===== src/rtl/fifo_write_arbiter.sv =====
// fifo_write_arbiter
//
// Round-robin arbiter sharing one FIFO write port among REQUESTERS producers.
// Each producer offers beats with valid/ready. An accepted beat goes straight
// to the FIFO write port in the same cycle. Once the first beat of a
// multi-beat packet is accepted, the grant stays on that producer until its
// last beat is written, so packets are never interleaved.
//
// Ports
//   clock              rising-edge clock for all state
//   reset              synchronous, active-high; forces every output to 0
//   requester_valid    per-requester beat valid
//   requester_last     per-requester end-of-packet flag
//   requester_data     packed beats, requester i at [i*WIDTH +: WIDTH]
//   requester_ready    per-requester beat accepted this cycle (one-hot or 0)
//   fifo_full          FIFO full flag, stalls acceptance combinationally
//   fifo_write_enable  FIFO write strobe
//   fifo_write_data    beat of the granted requester, 0 when nothing granted
//   grant_valid        a requester is selected this cycle
//   grant_index        selected requester, 0 when grant_valid is 0
//
// State  | Meaning
// -------+---------------------------------------------------------------
// IDLE   | between packets; round-robin scan from priority_pointer
// LOCKED | mid-packet; only locked_index can be granted

module fifo_write_arbiter #(
    parameter int WIDTH           = 8,
    parameter int REQUESTERS      = 4,
    parameter int REQUESTERS_LOG2 = $clog2(REQUESTERS)
) (
    input  logic                          clock,
    input  logic                          reset,
    input  logic [REQUESTERS-1:0]         requester_valid,
    input  logic [REQUESTERS-1:0]         requester_last,
    input  logic [REQUESTERS*WIDTH-1:0]   requester_data,
    output logic [REQUESTERS-1:0]         requester_ready,
    input  logic                          fifo_full,
    output logic                          fifo_write_enable,
    output logic [WIDTH-1:0]              fifo_write_data,
    output logic                          grant_valid,
    output logic [REQUESTERS_LOG2-1:0]    grant_index
);

    typedef enum logic {
        IDLE   = 1'b0,
        LOCKED = 1'b1
    } state_t;

    state_t                     state;
    logic [REQUESTERS_LOG2-1:0] priority_pointer;
    logic [REQUESTERS_LOG2-1:0] locked_index;

    logic [WIDTH-1:0]           beat [REQUESTERS];
    logic                       idle_hit;
    logic [REQUESTERS_LOG2-1:0] idle_sel;
    logic [REQUESTERS_LOG2-1:0] sel;
    logic                       granted;
    logic                       accept;

    // Modulo-REQUESTERS increment; works for non-power-of-two counts too.
    function automatic logic [REQUESTERS_LOG2-1:0] wrap_inc(
        input logic [REQUESTERS_LOG2-1:0] i
    );
        if (int'(i) == REQUESTERS - 1)
            return '0;
        else
            return i + REQUESTERS_LOG2'(1);
    endfunction

    always_comb begin
        for (int i = 0; i < REQUESTERS; i++)
            beat[i] = requester_data[i*WIDTH +: WIDTH];
    end

    // Rotating scan: the first valid requester at or after the pointer wins.
    always_comb begin
        int                         j;
        logic [REQUESTERS_LOG2-1:0] cand;
        idle_hit = 1'b0;
        idle_sel = '0;
        j        = 0;
        cand     = '0;
        for (int k = 0; k < REQUESTERS; k++) begin
            j = int'(priority_pointer) + k;
            if (j >= REQUESTERS)
                j = j - REQUESTERS;
            cand = REQUESTERS_LOG2'(j);
            if (!idle_hit && requester_valid[cand]) begin
                idle_hit = 1'b1;
                idle_sel = cand;
            end
        end
    end

    always_comb begin
        sel     = (state == LOCKED) ? locked_index : idle_sel;
        granted = 1'b0;
        if (!reset)
            granted = (state == LOCKED) ? requester_valid[locked_index] : idle_hit;
        accept  = granted && !fifo_full;
    end

    assign grant_valid       = granted;
    assign grant_index       = granted ? sel : '0;
    assign fifo_write_enable = accept;
    assign fifo_write_data   = granted ? beat[sel] : '0;
    assign requester_ready   = accept ? (REQUESTERS'(1) << sel) : '0;

    always_ff @(posedge clock) begin
        if (reset) begin
            state            <= IDLE;
            priority_pointer <= '0;
            locked_index     <= '0;
        end else if (accept) begin
            case (state)
                IDLE: begin
                    if (requester_last[sel]) begin
                        priority_pointer <= wrap_inc(sel);
                    end else begin
                        state        <= LOCKED;
                        locked_index <= sel;
                    end
                end
                LOCKED: begin
                    if (requester_last[locked_index]) begin
                        state            <= IDLE;
                        priority_pointer <= wrap_inc(locked_index);
                    end
                end
                default: state <= IDLE;
            endcase
        end
    end

endmodule

===== config.mk =====
export PLATFORM = sky130hd
export DESIGN_NAME = fifo_write_arbiter
export DESIGN_NICKNAME = d
export VERILOG_FILES = /design/src/rtl/fifo_write_arbiter.sv
export SDC_FILE = /design/constraint.sdc
export NUM_CORES = 1
export LEC_CHECK = 0
export BUFFER_PORTS_ARGS = -buffer_cell sky130_fd_sc_hd__buf_2
export CAP_MARGIN = 40
export CORE_UTILIZATION = 42
export CTS_CLUSTER_DIAMETER = 120
export DETAILED_ROUTE_END_ITERATION = 8
export GPL_TIMING_DRIVEN = 0
export HOLD_SLACK_MARGIN = 0.06
export PLACE_DENSITY = 0.82
export SYNTH_ARGS = -nofsm -noshare
export SYNTH_HDL_FRONTEND = slang
export SYNTH_SLANG_ARGS = --single-unit

===== constraint.sdc =====
create_clock -name clock -period 2.25 [get_ports clock]
set_input_delay 0.1125 -clock clock [delete_from_list [all_inputs] [get_ports clock]]
set_output_delay 0.1125 -clock clock [all_outputs]
set_load 0.01 [all_outputs]

==> impl_metrics.toml, run 1 <==
[die]
coreArea_um2 = 2000
io_pins = 59
die_h_um = 48.5
initial_core_util_pct = 45.4
die-area_um2 = 2360
rows = 16
die_width_um = 48.5

[power]
p_per_area_nw_per_um2 = 451
p_leak_nw = 0.635
p_total_w = 0.000602
max-vdd-ir-drop_v = 0.000274

[clock_network]
ctsHoldBuffers = 0
cts_max_path_buffers = 2
insertion_delay_ns = 0.24
clock-sinks = 5
root_buffer = "clkbuf_4"
htreeDepth = 1
cts_tree = "yes"
clkTransAtPathRegs_ns = 0.04
postCtsSetupBuffers = 0
numCtsBuffers = 3

[synthesis]
yosysSeqAreaShare_pct = 11.0
synth_top_flop_cell = "dfxtp_1"
synthDistinctLibCells = 42
yosys_warnings = 0
synth_area_um2 = 910
synthArstFlopShare_pct = 0
syn_inst = 109
ys_seq_elements = 5
synth_nets = 157
synth.avg_cell_area_um2 = 8.35
synth-edff-count = 0

[timing]
clock_skew_ns = 0.000203
post-route-min-period_ns = 2.14
min_period_over_period_pct = 95.3
hold_viol_final = 0
slew_viol_final = 0
worst_pin_slew_ns = 0.611
slew_headroom_pct = 58.9
setup_ws_ns = 0.105
setup_viol = 0
max_freq_mhz = 466
hold_ws_ns = 0.146

[hold_path]
hold_class = "input port to register"
min-delay-start = "reset"
min_to = "priority_pointer[1]"
min_delay_path_depth = 2

[worst_setup_path]
worst_ep_required_time_ns = 2.14
crit_path_end_kind = "primary output"
critPathKind = "register to primary output"
r2r_slack_ns = 0.24
cp.buffers_inverters = 3
cp-start-kind = "register"
r2r_cells = 6
critPathTopFamily = "multiplexers"
timing.rr.end = "priority_pointer[1]"
worstReg2RegStart = "locked_index[0]"
crit_arrival_ns = 2.03
cp_slowest_cell = "mux2_2"
cp_slowest_stage_delay_ns = 0.37
path_cells = "buf_6 > mux2_2 > a21oi_4 > nor2_4 > buf_8 > mux2i_1 > a211oi_1 > buf_2"
crit_fanout = 11

[routing]
wl_um = 2570
drc_errors = 0
vias = 1081
wl_per_cell_um = 13.0
ant_nets = 0
dr.pass1.iters = 4
vias_per_cell = 5.46
dr.first_iter.drc_count = 14

[grt]
grt_usage_pct = 22.3
grt_pass1_vias = 1035
antenna_found_initial = 0
overflow = 0
grt_max_degree = 12
grt_pass1_wl_um = 4210

[placement]
io_buffers = 58
pre_cts_ws_ns = 0.00460
numPlacedInstances = 194
hpwl_um = 1970
gp_routability_congestion = 0.860

[job]
cap_violations = 0

[final_layout]
nNetsFinal = 220
num_antenna_cells = 0
stdcell_count = 198
fillers = 185
drive_above_1_share_pct = 55.0
area_growth_pct = 46.6
fin_util_pct = 66.6
layout_commonest_cell = "buf_2"
layout_common_cells = "58 x buf_2, 15 x nor2_1, 13 x mux2i_1"

[outcome]
status = "complete, no violations"
-- cells by family (layout without fill, tap and decap cells) --
logic type / count (synthesis) / after routing / share of synthesized area, %
flops: 5 / 5 / 11.0
fa+ha+maj: 5 / 5 / 6.88
compound gates: 27 / 27 / 25.2
buf+inv: 12 / 73 / 7.43
mux: 23 / 23 / 28.3
simple gates: 37 / 38 / 21.2
-- worst max path at each step --
stage                        start             endpoint  cells after the start
6_report                     state   fifo_write_data[1]                      8
5_1_grt                      state   fifo_write_data[2]                      8
4_1_cts                      state   fifo_write_data[4]                      8
3_5_place_dp   priority_pointer[1]  priority_pointer[1]                      9
3_3_place_gp   priority_pointer[1]  priority_pointer[1]                      9
2_1_floorplan  priority_pointer[1]  priority_pointer[1]                      9
-- where the power goes --
part | switching (W) | internal (W)
clock | 0.0000374 | 0.0000671
combinational | 0.000207 | 0.000184
sequential | 0.00000915 | 0.0000976
total | 0.000253 | 0.000349
-- cell usage after synthesis (all sizes together), types with 3 or more instances --
| cell type | instances | area share [%] |
|---|---|---|
| and2 | 6 | 4.3 |
| ha | 5 | 6.9 |
| inv | 5 | 2.1 |
| o21ai | 3 | 1.7 |
| nor2 | 16 | 6.9 |
| a211oi | 10 | 9.4 |
| mux2i | 13 | 14 |
| mux2 | 9 | 11 |
| nor4 | 3 | 2.1 |
| a21oi | 4 | 2.2 |
| buf | 3 | 2.6 |
| dfxtp | 5 | 11 |
-- metrics by stage --
stage	cell area, um^2	TNS, ns
6_report	1330	0
5_1_grt	1330	-0.0127
4_1_cts	1290	0
3_5_place_dp	1230	0
3_3_place_gp	1230	0
2_1_floorplan	910	0
-- flip-flops by register name (all words and copies together), names as in the netlist --
signal            flops
state                 1
priority_pointer      2
locked_index          2
-- worst reg2reg max path: stages, from the launching register on --
cell      delay [ns]
dfxtp_2         0.34
mux4_1          0.34
nor2b_1         0.06
or4_4           0.52
a211oi_2        0.31
nor3_1          0.10
a311oi_2        0.24
-- repair_timing --
item,CTS,global route
endpoints found under the hold margin,0,0
setup endpoints to repair,14,12
pin swaps,0,6
resized for setup,8,13
cloned,0,1
-- cell type report --
cell class	instances	area, um^2	area share [%]
buffer	4	45.0	3.38
clock buffer	4	26.3	1.97
inverter	7	32.5	2.44
multi-input combinational	93	803	60.2
sequential	5	103	7.69
tap	27	33.8	2.53
timing repair buffer	58	290	21.8
-- layer usage --
| layer | track usage, % | vias to the layer above | part of all wire (%) | wire length, um |
|---|---|---|---|---|
| met5 | 0 | - | 0 | 0 |
| met4 | 3.43 | 0 | 0.51 | 13 |
| met3 | 5.66 | 2 | 7.3 | 187 |
| met2 | 41.8 | 55 | 51 | 1300 |
| met1 | 25.8 | 493 | 42 | 1070 |
| li1 | - | 531 | - | - |
(Power assumes the default switching activity.)
==> inputs of run 2 (changes only) <==
==> config.mk (replaced) <==
export PLATFORM = sky130hd
export DESIGN_NAME = fifo_write_arbiter
export DESIGN_NICKNAME = d
export VERILOG_FILES = /design/src/rtl/fifo_write_arbiter.sv
export SDC_FILE = /design/constraint.sdc
export NUM_CORES = 1
export LEC_CHECK = 0
export CORE_MARGIN = 4
export CORE_UTILIZATION = 50
export CTS_CLUSTER_DIAMETER = 120
export DETAILED_ROUTE_END_ITERATION = 8
export DONT_BUFFER_PORTS = 1
export GPL_TIMING_DRIVEN = 0
export HOLD_SLACK_MARGIN = 0.06
export PLACE_DENSITY = 0.67
export SYNTH_ARGS = -nofsm -noshare
export SYNTH_HDL_FRONTEND = slang
export SYNTH_SLANG_ARGS = --single-unit
==> run 2 against run 1 <==
Against the previous run: register-to-register slack got worse by 0.10 ns; highest routed layer unchanged; combinational power decreased by 15%; critical path depth unchanged; global-route usage decreased by 2.0 points; first-iteration DRC count increased by 14%; sequential power about the same; clock power increased by 7%; utilization decreased by 4.3 points; largest cell class unchanged; cell count decreased by 29%; total power decreased by 8.7%; non-clock buffer count decreased by 54.
==> impl_metrics.toml, run 2 (synthesized netlist as in run 1, its figures left out) <==
[routing]
dr.pass1.iters = 4
vias_per_cell = 6.26
ant_nets = 0
dr.first_iter.drc_count = 16
vias = 882
drc_errors = 0
wl_per_cell_um = 17.4
wl_um = 2450

[hold_path]
min_to = "locked_index[0]"
hold_class = "input port to register"
min-delay-start = "fifo_full"
min_delay_path_depth = 3

[timing]
slew_headroom_pct = 57.4
rsz0062_at_grt = "no"
setup_viol = 0
setup_ws_ns = 0.104
worst_pin_slew_ns = 0.634
slew_viol_final = 0
fin_setup_tns_ns = 0
clock_skew_ns = 0.0000847
post-route-min-period_ns = 2.15
hold_viol_final = 0
min_period_over_period_pct = 95.4
max_freq_mhz = 466

[grt]
grt_pass1_vias = 884
grt_pass1_wl_um = 3960
antenna_found_initial = 0
overflow = 0
grt_usage_pct = 20.3
grt_max_degree = 12

[final_layout]
largestRegisters = "locked_index (2), priority_pointer (2), state (1)"
layout_common_cells = "15 x nor2_1, 13 x mux2i_1, 10 x a211oi_2"
drive_above_1_share_pct = 33.6
layout_commonest_cell = "nor2_1"
area_growth_pct = 18.3
regArea_um2 = 103
fillers = 168
nNetsFinal = 165
multiInputGateArea_um2 = 810
num_antenna_cells = 0
fin_util_pct = 62.3

[worst_setup_path]
worstReg2RegStart = "state"
cp-start-kind = "register"
critPathKind = "register to primary output"
cp_slowest_cell = "o31a_4"
r2r_cells = 9
cp_slowest_stage_delay_ns = 0.38
r2r_slack_ns = 0.14
crit_fanout = 11
timing.rr.end = "priority_pointer[1]"
crit_path_end_kind = "primary output"
path_cells = "mux2i_1 > nor2_1 > o31a_4 > clkinv_4 > clkbuf_4 > buf_8 > ha_1 > and2_1"
worst_ep_required_time_ns = 2.14
crit_arrival_ns = 2.03

[clock_network]
clock-sinks = 5
cts_tree = "yes"
numCtsBuffers = 3
insertion_delay_ns = 0.25
htreeDepth = 1
clkTransAtPathRegs_ns = 0.05
root_buffer = "clkbuf_4"
cts_max_path_buffers = 2

[job]
cap_violations = 0

[die]
die-area_um2 = 2570
rows = 15
die_h_um = 50.7
die_width_um = 50.7
coreArea_um2 = 1730
initial_core_util_pct = 52.7
io_pins = 59

[placement]
gp_routability_congestion = 0.827
io_buffers = 0
pre_cts_ws_ns = -0.0123
hpwl_um = 1920

[power]
p_per_area_nw_per_um2 = 511
max-vdd-ir-drop_v = 0.000275
p_leak_nw = 0.409

[outcome]
status = "complete, no violations"
run 2: changes by cell type in the layout (fill, tap and decap cells not counted), moves of 2 or more:
cell	before	now
a211oi_1	3	0
clkbuf_4	3	5
buf_2	58	0
a211oi_2	7	10
buf_4	1	3
run 2: what timing repair did:
action / in CTS / in global routing
hold endpoints to repair: 5 / 0
setup endpoints to repair: 11 / 16
pin swaps: 1 / 6
resized for setup: 12 / 8
buffers inserted: 0 / 2
cloned: 0 / 0
hold buffers: 1 / 0
run 2: layer usage:
layer	vias up	track usage [%]	part of all wire, %
met3	4	7.12	7.5
met1	414	22.6	39
met2	40	35.0	53
met5	-	0	0
met4	0	8.07	0.69
li1	424	-	-
run 2: worst max path at each step:
stage / from / endpoint / slack, ns / cells past startpoint
floorplan: priority_pointer[1] / priority_pointer[1] / 0.22 / 9
global placement: priority_pointer[1] / priority_pointer[1] / 0.02 / 9
detailed placement: priority_pointer[1] / priority_pointer[1] / -0.01 / 9
CTS: state / fifo_write_data[7] / 0.007 / 7
global route: priority_pointer[1] / requester_ready[3] / 0.004 / 8
finish: priority_pointer[1] / requester_ready[3] / 0.10 / 8
run 2: layout make-up:
type / count / area share [%]
timing repair buffer: 3 / 2.33
clock buffer: 4 / 2.44
sequential: 5 / 9.53
inverter: 7 / 3.02
tap: 25 / 2.91
multi-input combinational: 92 / 75.2
buffer: 5 / 4.53
run 2: stage by stage:
stage	cell area, um^2	total power, W	cells	hold slack, ns
after floorplan	910	0.000347	109	0.180
after global placement	941	0.000383	134	0.183
after detailed placement	941	0.000392	134	0.183
after CTS	1030	0.000536	139	0.166
after global routing	1080	0.000593	141	0.177
final	1080	0.000550	141	0.170
run 2: report_power, final:
part	internal, W	leakage, nW	switching [W]	total (W)
logic	0.000146	0.352	0.000187	0.000332
registers	0.0000975	0.0418	0.00000901	0.000107
clock network	0.0000675	0.0150	0.0000433	0.000111
total	0.000311	0.409	0.000239	0.000550
run 2: worst max-delay path: cells and delay by family (launching register included):
family / cells / cell delay, ns
adder cells (fa/ha/maj): 1 / 0.14
flip-flops: 1 / 0.37
AND/OR/NAND/NOR: 2 / 0.25
AO/OA/AOI/OAI: 1 / 0.38
buffers and inverters: 3 / 0.44
multiplexers: 1 / 0.20
